[src/rtl/mem_ctrl_pkg.sv]
// Shared types for the byte-serialising memory controller: access sizes,
// FSM state encoding, requester identity and the size-to-byte-count helper.
package mem_ctrl_pkg;

    localparam logic [1:0] CU_W = 2'd0;
    localparam logic [1:0] CU_H = 2'd2;
    localparam logic [1:0] CU_B = 2'd3;

    localparam logic OWN_MM = 1'b0;
    localparam logic OWN_IF = 1'b1;

    typedef enum logic [1:0] {
        ST_IDLE = 2'd0,
        ST_RD   = 2'd1,
        ST_WR   = 2'd2,
        ST_DONE = 2'd3
    } state_t;

    // Size code 1 is not a defined size and falls back to a word.
    function automatic logic [2:0] cu_bytes(input logic [1:0] cu);
        logic [2:0] n;
        case (cu)
            CU_H:    n = 3'd2;
            CU_B:    n = 3'd1;
            default: n = 3'd4;
        endcase
        return n;
    endfunction

endpackage

[src/rtl/mem_ctrl.sv]
// Arbitrates IF and MM requests onto one byte-wide synchronous RAM port and
// assembles little-endian results. Optional IF abort: MEM_CTRL_IF_ABORT_EN.
module mem_ctrl
    import mem_ctrl_pkg::*;
#(
    parameter int ADDR_W = 32
) (
    input  logic              clk,
    input  logic              rst_n,
    input  logic              if_e,
    input  logic [ADDR_W-1:0] if_a,
    input  logic              if_flush,
    output logic [31:0]       if_n_o,
    output logic              if_ok,
    input  logic              mm_e,
    input  logic [ADDR_W-1:0] mm_a,
    input  logic [31:0]       mm_n_i,
    input  logic              mm_wr,
    input  logic [1:0]        mm_cu,
    output logic [31:0]       mm_n_o,
    output logic              mm_ok,
    output logic [ADDR_W-1:0] ram_a,
    output logic [7:0]        ram_din,
    input  logic [7:0]        ram_dout,
    output logic              ram_wr,
    output logic              busy
);

    state_t            state_r, state_s;
    logic              own_r, own_s;
    logic [ADDR_W-1:0] addr_r, addr_s;
    logic [2:0]        n_r, n_s;
    logic              wr_r, wr_s;
    logic [31:0]       data_r, data_s;
    logic [2:0]        k_r, k_s;
    logic [2:0]        r_r, r_s;
    logic [31:0]       asm_r, asm_s;
    logic [31:0]       fin_s;

    logic [ADDR_W-1:0] ram_a_r, ram_a_s;
    logic [7:0]        ram_din_r, ram_din_s;
    logic              ram_wr_r, ram_wr_s;
    logic              if_ok_r, if_ok_s;
    logic              mm_ok_r, mm_ok_s;
    logic [31:0]       if_n_o_r, if_n_o_s;
    logic [31:0]       mm_n_o_r, mm_n_o_s;
    logic              busy_r, busy_s;

    logic              flush_s;
    logic              acc_s;
    logic [ADDR_W-1:0] req_a_s;
    logic [2:0]        req_n_s;
    logic              req_wr_s;

`ifdef MEM_CTRL_IF_ABORT_EN
    assign flush_s = if_flush;
`else
    logic unused_flush_s;
    assign flush_s        = 1'b0;
    assign unused_flush_s = if_flush;
`endif

    // MM always wins; IF is only considered when MM is idle and no abort is pending.
    assign acc_s    = mm_e | (if_e & ~flush_s);
    assign req_a_s  = mm_e ? mm_a : if_a;
    assign req_n_s  = mm_e ? cu_bytes(mm_cu) : 3'd4;
    assign req_wr_s = mm_e & mm_wr;

    // Next-state and next-output logic; outputs are computed one cycle ahead and registered.
    always_comb begin
        state_s   = state_r;
        own_s     = own_r;
        addr_s    = addr_r;
        n_s       = n_r;
        wr_s      = wr_r;
        data_s    = data_r;
        k_s       = k_r;
        r_s       = r_r;
        asm_s     = asm_r;
        fin_s     = asm_r;
        ram_a_s   = {ADDR_W{1'b0}};
        ram_din_s = 8'h00;
        ram_wr_s  = 1'b0;
        if_ok_s   = 1'b0;
        mm_ok_s   = 1'b0;
        if_n_o_s  = if_n_o_r;
        mm_n_o_s  = mm_n_o_r;
        case (state_r)
            ST_IDLE: begin
                if (acc_s) begin
                    own_s   = mm_e ? OWN_MM : OWN_IF;
                    addr_s  = req_a_s;
                    n_s     = req_n_s;
                    wr_s    = req_wr_s;
                    data_s  = mm_n_i;
                    k_s     = 3'd1;
                    r_s     = 3'd0;
                    asm_s   = 32'h0000_0000;
                    ram_a_s = req_a_s;
                    if (req_wr_s) begin
                        ram_wr_s  = 1'b1;
                        ram_din_s = mm_n_i[7:0];
                        state_s   = (req_n_s == 3'd1) ? ST_DONE : ST_WR;
                    end else begin
                        state_s = ST_RD;
                    end
                end else begin
                    state_s = ST_IDLE;
                end
            end
            ST_RD: begin
                if (flush_s && (own_r == OWN_IF)) begin
                    state_s = ST_IDLE;
                end else begin
                    // Data lags its address by one cycle, so nothing arrives in the first RD cycle.
                    if ((r_r + 3'd1) < k_r) begin
                        asm_s[{r_r[1:0], 3'b000} +: 8] = ram_dout;
                        r_s = r_r + 3'd1;
                    end else begin
                        r_s = r_r;
                    end
                    if (k_r < n_r) begin
                        ram_a_s = addr_r + ADDR_W'(k_r);
                        k_s     = k_r + 3'd1;
                    end else begin
                        state_s = ST_DONE;
                    end
                end
            end
            ST_WR: begin
                ram_a_s   = addr_r + ADDR_W'(k_r);
                ram_din_s = data_r[{k_r[1:0], 3'b000} +: 8];
                ram_wr_s  = 1'b1;
                k_s       = k_r + 3'd1;
                if (k_r == (n_r - 3'd1)) begin
                    state_s = ST_DONE;
                end else begin
                    state_s = ST_WR;
                end
            end
            ST_DONE: begin
                // The last read byte is still on ram_dout and is merged straight into the result.
                if (!wr_r) begin
                    fin_s[{r_r[1:0], 3'b000} +: 8] = ram_dout;
                end else begin
                    fin_s = asm_r;
                end
                if (own_r == OWN_IF) begin
                    if_ok_s  = 1'b1;
                    if_n_o_s = fin_s;
                end else begin
                    mm_ok_s  = 1'b1;
                    mm_n_o_s = fin_s;
                end
                state_s = ST_IDLE;
            end
            default: begin
                state_s = ST_IDLE;
            end
        endcase
        busy_s = (state_s != ST_IDLE);
    end

    // State, transaction context and registered outputs.
    always_ff @(posedge clk or negedge rst_n) begin
        if (!rst_n) begin
            state_r   <= ST_IDLE;
            own_r     <= 1'b0;
            addr_r    <= {ADDR_W{1'b0}};
            n_r       <= 3'd0;
            wr_r      <= 1'b0;
            data_r    <= 32'h0000_0000;
            k_r       <= 3'd0;
            r_r       <= 3'd0;
            asm_r     <= 32'h0000_0000;
            ram_a_r   <= {ADDR_W{1'b0}};
            ram_din_r <= 8'h00;
            ram_wr_r  <= 1'b0;
            if_ok_r   <= 1'b0;
            mm_ok_r   <= 1'b0;
            if_n_o_r  <= 32'h0000_0000;
            mm_n_o_r  <= 32'h0000_0000;
            busy_r    <= 1'b0;
        end else begin
            state_r   <= state_s;
            own_r     <= own_s;
            addr_r    <= addr_s;
            n_r       <= n_s;
            wr_r      <= wr_s;
            data_r    <= data_s;
            k_r       <= k_s;
            r_r       <= r_s;
            asm_r     <= asm_s;
            ram_a_r   <= ram_a_s;
            ram_din_r <= ram_din_s;
            ram_wr_r  <= ram_wr_s;
            if_ok_r   <= if_ok_s;
            mm_ok_r   <= mm_ok_s;
            if_n_o_r  <= if_n_o_s;
            mm_n_o_r  <= mm_n_o_s;
            busy_r    <= busy_s;
        end
    end

    assign ram_a   = ram_a_r;
    assign ram_din = ram_din_r;
    assign ram_wr  = ram_wr_r;
    assign if_ok   = if_ok_r;
    assign mm_ok   = mm_ok_r;
    assign if_n_o  = if_n_o_r;
    assign mm_n_o  = mm_n_o_r;
    assign busy    = busy_r;

endmodule
[config.mk]
export PLATFORM = sky130hd
export DESIGN_NAME = mem_ctrl
export DESIGN_NICKNAME = d
export VERILOG_FILES = /design/src/rtl/mem_ctrl_pkg.sv /design/src/rtl/mem_ctrl.sv
export SDC_FILE = /design/constraint.sdc
export NUM_CORES = 1
export LEC_CHECK = 0
export BUFFER_PORTS_ARGS = -buffer_cell sky130_fd_sc_hd__buf_4
export CAP_MARGIN = 20
export CELL_PAD_IN_SITES_DETAIL_PLACEMENT = 0
export CELL_PAD_IN_SITES_GLOBAL_PLACEMENT = 2
export CORE_MARGIN = 2
export CORE_UTILIZATION = 30
export DETAILED_ROUTE_END_ITERATION = 16
export PLACE_DENSITY = 0.77
export SYNTH_ARGS = -nofsm -noshare
export SYNTH_HDL_FRONTEND = slang
export SYNTH_SLANG_ARGS = --single-unit
[constraint.sdc]
create_clock -name clk -period 2.35 [get_ports clk]
set_input_delay 0.3525 -clock clk [delete_from_list [all_inputs] [get_ports clk]]
set_output_delay 0.3525 -clock clk [all_outputs]
set_load 0.01 [all_outputs]
==> results of run 1 <==
-- cell usage after synthesis, types with 17 or more instances --
library cell  number  share of area
nand4_1           18          0.011
o22ai_1           22          0.014
a22o_1            17          0.015
nand2_1          123          0.046
inv_1             36          0.013
nand3_1           20         0.0099
o21ai_0           96          0.047
mux2_2            33          0.037
dfrtp_1          217           0.54
ha_1              19          0.023
a21oi_1           24          0.012
mux2i_1           36          0.036
a22oi_1           31          0.023
nor2_1            51          0.019
xor2_1            22          0.019
clkbuf_1          34          0.013
-- power by group through the flow --
stage          Combinational (W)  Sequential (W)  Clock [W]
6_report                 0.00702         0.00610    0.00402
5_1_grt                  0.00782         0.00632    0.00430
4_1_cts                  0.00697         0.00611    0.00415
3_5_place_dp             0.00695         0.00616          0
3_3_place_gp             0.00687         0.00614          0
2_1_floorplan            0.00379         0.00630          0
-- cells by family (layout without fill, tap and decap cells) --
family / count (synthesis) / count (layout) / synth area share
compound gates: 242 / 242 / 0.155
xor+xnor: 32 / 32 / 0.0276
fa+ha+maj: 20 / 20 / 0.0254
buf+inv: 91 / 357 / 0.0373
flops: 217 / 217 / 0.535
mux: 77 / 77 / 0.0899
other cells: 0 / 1 / 0
simple gates: 275 / 275 / 0.130
-- metal layers --
layer	up-vias	global-route usage
met2	196	0.257
met3	39	0.0298
met5	-	0
li1	3906	-
met1	3813	0.222
met4	0	0.0373
-- what timing repair did --
action / CTS / global route
gates resized for setup: 0 / 12
setup endpoints to repair: 1 / 36
pin swaps: 1 / 10
endpoints found under the hold margin: 171 / 0
setup buffers: 0 / 5
cloned: 0 / 2
hold buffers: 1 / 0
-- state kept, by name, indices dropped and copies added (netlist names), 3 cells and up --
name / flops
ram_din: 8
if_n_o: 32
n_r: 3
data_r: 32
r_r: 3
asm_r: 32
ram_a: 32
addr_r: 32
mm_n_o: 32
k_r: 3
-- worst max-delay path, delay by kind of cell (launching register included) --
kind | cells | cell delay (ns)
adder cells (fa/ha/maj) | 2 | 0.52
AO/OA/AOI/OAI | 2 | 0.59
buffers and inverters | 1 | 0.05
XOR/XNOR | 1 | 0.15
flip-flops | 1 | 0.35
AND/OR/NAND/NOR | 2 | 0.47
-- per-stage QoR --
step / instances / hold slack (ns) / setup slack [ns]
2_1_floorplan: 954 / 0.0569 / 0.0155
3_3_place_gp: 1613 / 0.170 / 0.0414
3_5_place_dp: 1613 / 0.170 / -0.0182
4_1_cts: 1661 / 0.00488 / 0.0161
5_1_grt: 1668 / 0.0316 / -0.0265
6_report: 1669 / 0.0317 / 0.0862
-- cell usage in the layout (no fill, tap or decap), types with 16 or more instances in the layout --
cell type	Yosys	routed
xor2_1	22	22
a22oi_1	31	31
mux2_2	33	33
inv_1	36	34
mux2i_1	36	36
o22ai_1	22	22
ha_1	19	16
nand2_1	123	122
nor2_1	51	51
o21ai_0	96	96
buf_4	0	263
nand4_1	18	18
clkbuf_16	0	27
nand3_1	20	20
a21oi_1	24	24
a22o_1	17	17
dfrtp_1	217	217
-- final cells by class --
class,count,area (um2),share of cell area
multi-input cells,646,4400,0.325
repair buffers,274,2140,0.158
inverters,36,135,0.00999
well taps,448,561,0.0414
clock buffers,40,795,0.0587
clock inverters,7,66.3,0.00490
diodes,1,2.50,0.000185
flip-flops and latches,217,5430,0.401
-- path summary, 6_finish.rpt --
check,start,endpoint,slack (ns),depth (start not counted)
setup / recovery,addr_r[0],ram_a[18],0.09,8
hold / removal,mm_cu[0],n_r[1],0.03,2
setup reg to reg,addr_r[0],ram_a[18],0.09,8
hold reg to reg,if_n_o[27],if_n_o[27],0.48,2
max in group asynchronous,rst_n,if_n_o[18],1.31,3
min in group asynchronous,rst_n,ram_a[20],0.21,2
==> results_dict.tcl, run 1 <==
set metrics [dict create \
    internal_power_w 0.0109 \
    hpwl_mm 19.6 \
    cts_root_buf "clkbuf_16" \
    cp_slowest_cell "a2111o_1" \
    grt_max_degree 89 \
    gp_congestion 0.794 \
    nNetsFinal 1333 \
    syn2layout_area_growth_pct 33.4 \
    drv_slew 0 \
    grt_pass1_vias 8056 \
    initial_utilization 0.303 \
    core-area_um2 33400 \
    status "completed" \
    clock-sinks 217 \
    power.switching_w 0.00623 \
    synth-edff-count 0 \
    stdcell_area_um2 13500 \
    post-route-drc-count 0 \
    p_clk_frac 0.234 \
    fmax_ghz 0.442 \
    die_y_um 188 \
    grt_overflow 0 \
    p_total_w 0.0171 \
    setup_viol 0 \
    drt-total-wl_mm 28.0 \
    p_sw_frac 0.363 \
    wl_met3_mm 1.52 \
    yosysWarnings 0 \
    dr.max_layer_used "met4" \
    fin_util 0.404 \
    cts_inserted_buffers 26 \
    final.setup_skew_ns 0.0109 \
    synth-main-ff-cell "dfrtp_1" \
    rows 67 \
    grt_pass1_wl_mm 45.3 \
    worstPathCellList "ha_2 -> inv_1 -> fa_2 -> nand2b_4 -> a2111o_1 -> nor4_2 -> xnor2_1 -> o22ai_1" \
    yosysSeqAreaShare 0.535 \
    clk_latency_ns 0.53 \
    powerDensity_nw_per_um2 1270 \
    fillers 3347 \
    hold_path_class "in -> reg" \
    fin_crit_ns 2.26 \
    path_max_fanout 6 \
    pwr-share-comb 0.410 \
    worstSetupPathType "reg -> reg" \
    slowest_delay_ns 0.50 \
    wire_per_inst_um 16.8 \
    maxSlewHeadroom 0.589 \
    synth-async-reset-ratio 1.00 \
    drt_iter0_drc 318 \
    syn-num-nets 1086 \
    synth_area_um2 10100 \
    via_per_inst 4.77 \
    max_cap_viol_count 0 \
    ys_types 61 \
    ys_ff_latch 217 \
    route.met2.wl_mm 13.1 \
    die_area_um2 35300 \
    cts_max_level 1 \
    drt-met1-wl_mm 12.9 \
    hold_viol_final 0 \
    die_w_um 188 \
    grt_usage 0.159 \
    vias 7954 \
    cp.required_ns 2.75 \
    rsz0062_at_grt "true" \
    worst_slew_pin_slew_ns 0.617 \
    drtAntennaViolNets 0 \
    drive_gt1_frac 0.315 \
    endpoint_kind "flop" \
    start_kind "flop" \
    numPortBuffers 218 \
    cts.clk_slew.worst_paths_ns 0.06 \
    timing.final.crit_share 0.963 \
    synthCells 954 \
    grt_antenna_before_repair 1 \
    ir_worst_vdd_v 0.000561 \
    final.setup.tns_ns 0 \
    clk_path_buf_depth 3 \
    arrival_ns 2.66 \
    num_io_pins 220 \
    p_seq_frac 0.356 \
    post_dp_cell_area_um2 12600 \
    syn_area_per_cell_um2 10.6 \
    leakage_nw 6.32 \
    first_pass_iters 4 \
    cts_tree "yes" \
]
(Power assumes the default switching activity.)
==> run 2, diff against run 1 <==
--- a/config.mk
+++ b/config.mk
@@ -10,9 +10,9 @@
 export CELL_PAD_IN_SITES_DETAIL_PLACEMENT = 0
 export CELL_PAD_IN_SITES_GLOBAL_PLACEMENT = 2
 export CORE_MARGIN = 2
-export CORE_UTILIZATION = 30
+export CORE_UTILIZATION = 31
 export DETAILED_ROUTE_END_ITERATION = 16
-export PLACE_DENSITY = 0.77
+export PLACE_DENSITY = 0.79
 export SYNTH_ARGS = -nofsm -noshare
 export SYNTH_HDL_FRONTEND = slang
 export SYNTH_SLANG_ARGS = --single-unit
==> results_dict.tcl, run 2 (same netlist as run 1, synthesis figures left out) <==
set metrics [dict create \
    status "completed" \
    grt_usage 0.162 \
    cts_inserted_buffers 25 \
    fmax_ghz 0.448 \
    hold_path_class "in -> reg" \
    r2r_slack_ns 0.12 \
    min_from "mm_cu[0]" \
    post-route-drc-count 0 \
    hpwl_mm 19.1 \
    drt_iter0_drc 358 \
    final_common_cell "buf_4" \
    r2r_end "asm_r[9]" \
    die_w_um 185 \
    powerDensity_nw_per_um2 1270 \
    via_per_inst 4.75 \
    clk_path_buf_depth 3 \
    first_pass_iters 4 \
    clock-sinks 217 \
    final.setup_skew_ns 0.0112 \
    cts.clk_slew.worst_paths_ns 0.06 \
    start_kind "flop" \
    timing.final.crit_share 0.951 \
    final.setup.tns_ns 0 \
    grt_overflow 0 \
    p_total_w 0.0171 \
    core-area_um2 32400 \
    drv_slew 0 \
    setup_viol 0 \
    cp_slowest_cell "dfrtp_1" \
    max_cap_viol_count 0 \
    rows 66 \
    drt-total-wl_mm 27.3 \
    leakage_nw 6.29 \
    die_y_um 185 \
    cp_top_family "compound AO/OA/AOI/OAI gates" \
    gp_congestion 0.777 \
    syn2layout_area_growth_pct 32.8 \
    die_area_um2 34200 \
    path_max_fanout 10 \
    nNetsFinal 1323 \
    endpoint_kind "flop" \
    worstPathCellList "inv_1 -> ha_4 -> ha_1 -> a21boi_1 -> o21ai_2 -> nand2b_1 -> a21o_1 -> a221o_1" \
    cp.required_ns 2.75 \
    clk_latency_ns 0.52 \
    cts_max_level 1 \
    fillers 3256 \
    grt_antenna_before_repair 0 \
    slowest_delay_ns 0.41 \
    cts_root_buf "clkbuf_16" \
    rsz0062_at_grt "false" \
    wire_per_inst_um 16.5 \
    worstSetupPathType "reg -> reg" \
    worstHoldPathCells 2 \
    r2r_cells 8 \
    dpl_worst_slack_ns 0.0291 \
    min_to "n_r[1]" \
    hold_viol_final 0 \
    ir_worst_vdd_v 0.000608 \
    numPortBuffers 218 \
    cts_tree "yes" \
    initial_utilization 0.313 \
    maxSlewHeadroom 0.575 \
    fin_util 0.416 \
    drive_gt1_frac 0.306 \
    vias 7842 \
    fin_crit_ns 2.23 \
    grt_pass1_wl_mm 44.0 \
    grt_pass1_vias 8070 \
    layout_setup_ws_ns 0.116 \
    arrival_ns 2.63 \
    crit_buf_inv 1 \
    grt_max_degree 66 \
    r2r_start "r_r[0]" \
    num_io_pins 220 \
    final_cell_mix "buf_4, dfrtp_1, nand2_1, o21ai_0, nor2_1" \
    drtAntennaViolNets 0 \
    worst_slew_pin_slew_ns 0.635 \
]
==> run 2: layer usage <==
layer,vias up,wire length (um),share of wire,global-route usage
li1,3873,-,-,-
met1,3756,12600,0.46,0.221
met2,182,12700,0.46,0.266
met3,31,1530,0.056,0.0328
met4,0,480,0.018,0.0368
met5,-,0,0,0
==> run 2: worst max path at each step <==
| stage | to | cells past startpoint | startpoint |
|---|---|---|---|
| 2_1_floorplan | ram_a[18] | 8 | k_r[1] |
| 3_3_place_gp | ram_a[22] | 8 | addr_r[0] |
| 3_5_place_dp | asm_r[12] | 8 | r_r[1] |
| 4_1_cts | asm_r[9] | 8 | r_r[1] |
| 5_1_grt | r_r[0] | 10 | r_r[0] |
| 6_report | asm_r[9] | 8 | r_r[0] |
==> run 2: through the flow <==
stage	instance area [um2]	instances	hold slack (ns)
6_report	13500	1650	0.0404
3_3_place_gp	12500	1603	0.313
5_1_grt	13500	1649	0.0307
3_5_place_dp	12500	1603	0.320
4_1_cts	13400	1647	0.0184
2_1_floorplan	10200	954	0.0569
==> run 2: what timing repair did <==
action,CTS,global route
endpoints found under the hold margin,51,0
setup endpoints to repair,0,49
buffers inserted,0,2
hold buffers,1,0
gates resized for setup,0,9
==> run 2: final cells by class <==
class	instances	area, um2	share of cell area
Clock buffer	34	689	0.0512
Clock inverter	9	174	0.0129
Multi-Input combinational cell	646	4400	0.327
Sequential cell	217	5430	0.403
Antenna cell	1	2.50	0.000186
Tap cell	442	553	0.0411
Timing Repair Buffer	265	2090	0.155
Inverter	36	135	0.0100
==> run 2: worst reg2reg max path, stage by stage, from the launching register on <==
cell and delay (ns):
dfrtp_1 0.41, inv_1 0.12, ha_4 0.21, ha_1 0.26
a21boi_1 0.14, o21ai_2 0.18, nand2b_1 0.10, a21o_1 0.31
a221o_1 0.40
==> run 2: power by group <==
part	total (W)	switching (W)	leakage [nW]	internal, W
Combinational	0.00691	0.00364	3.06	0.00327
Clock	0.00413	0.00154	0.423	0.00259
Sequential	0.00611	0.000948	2.81	0.00516
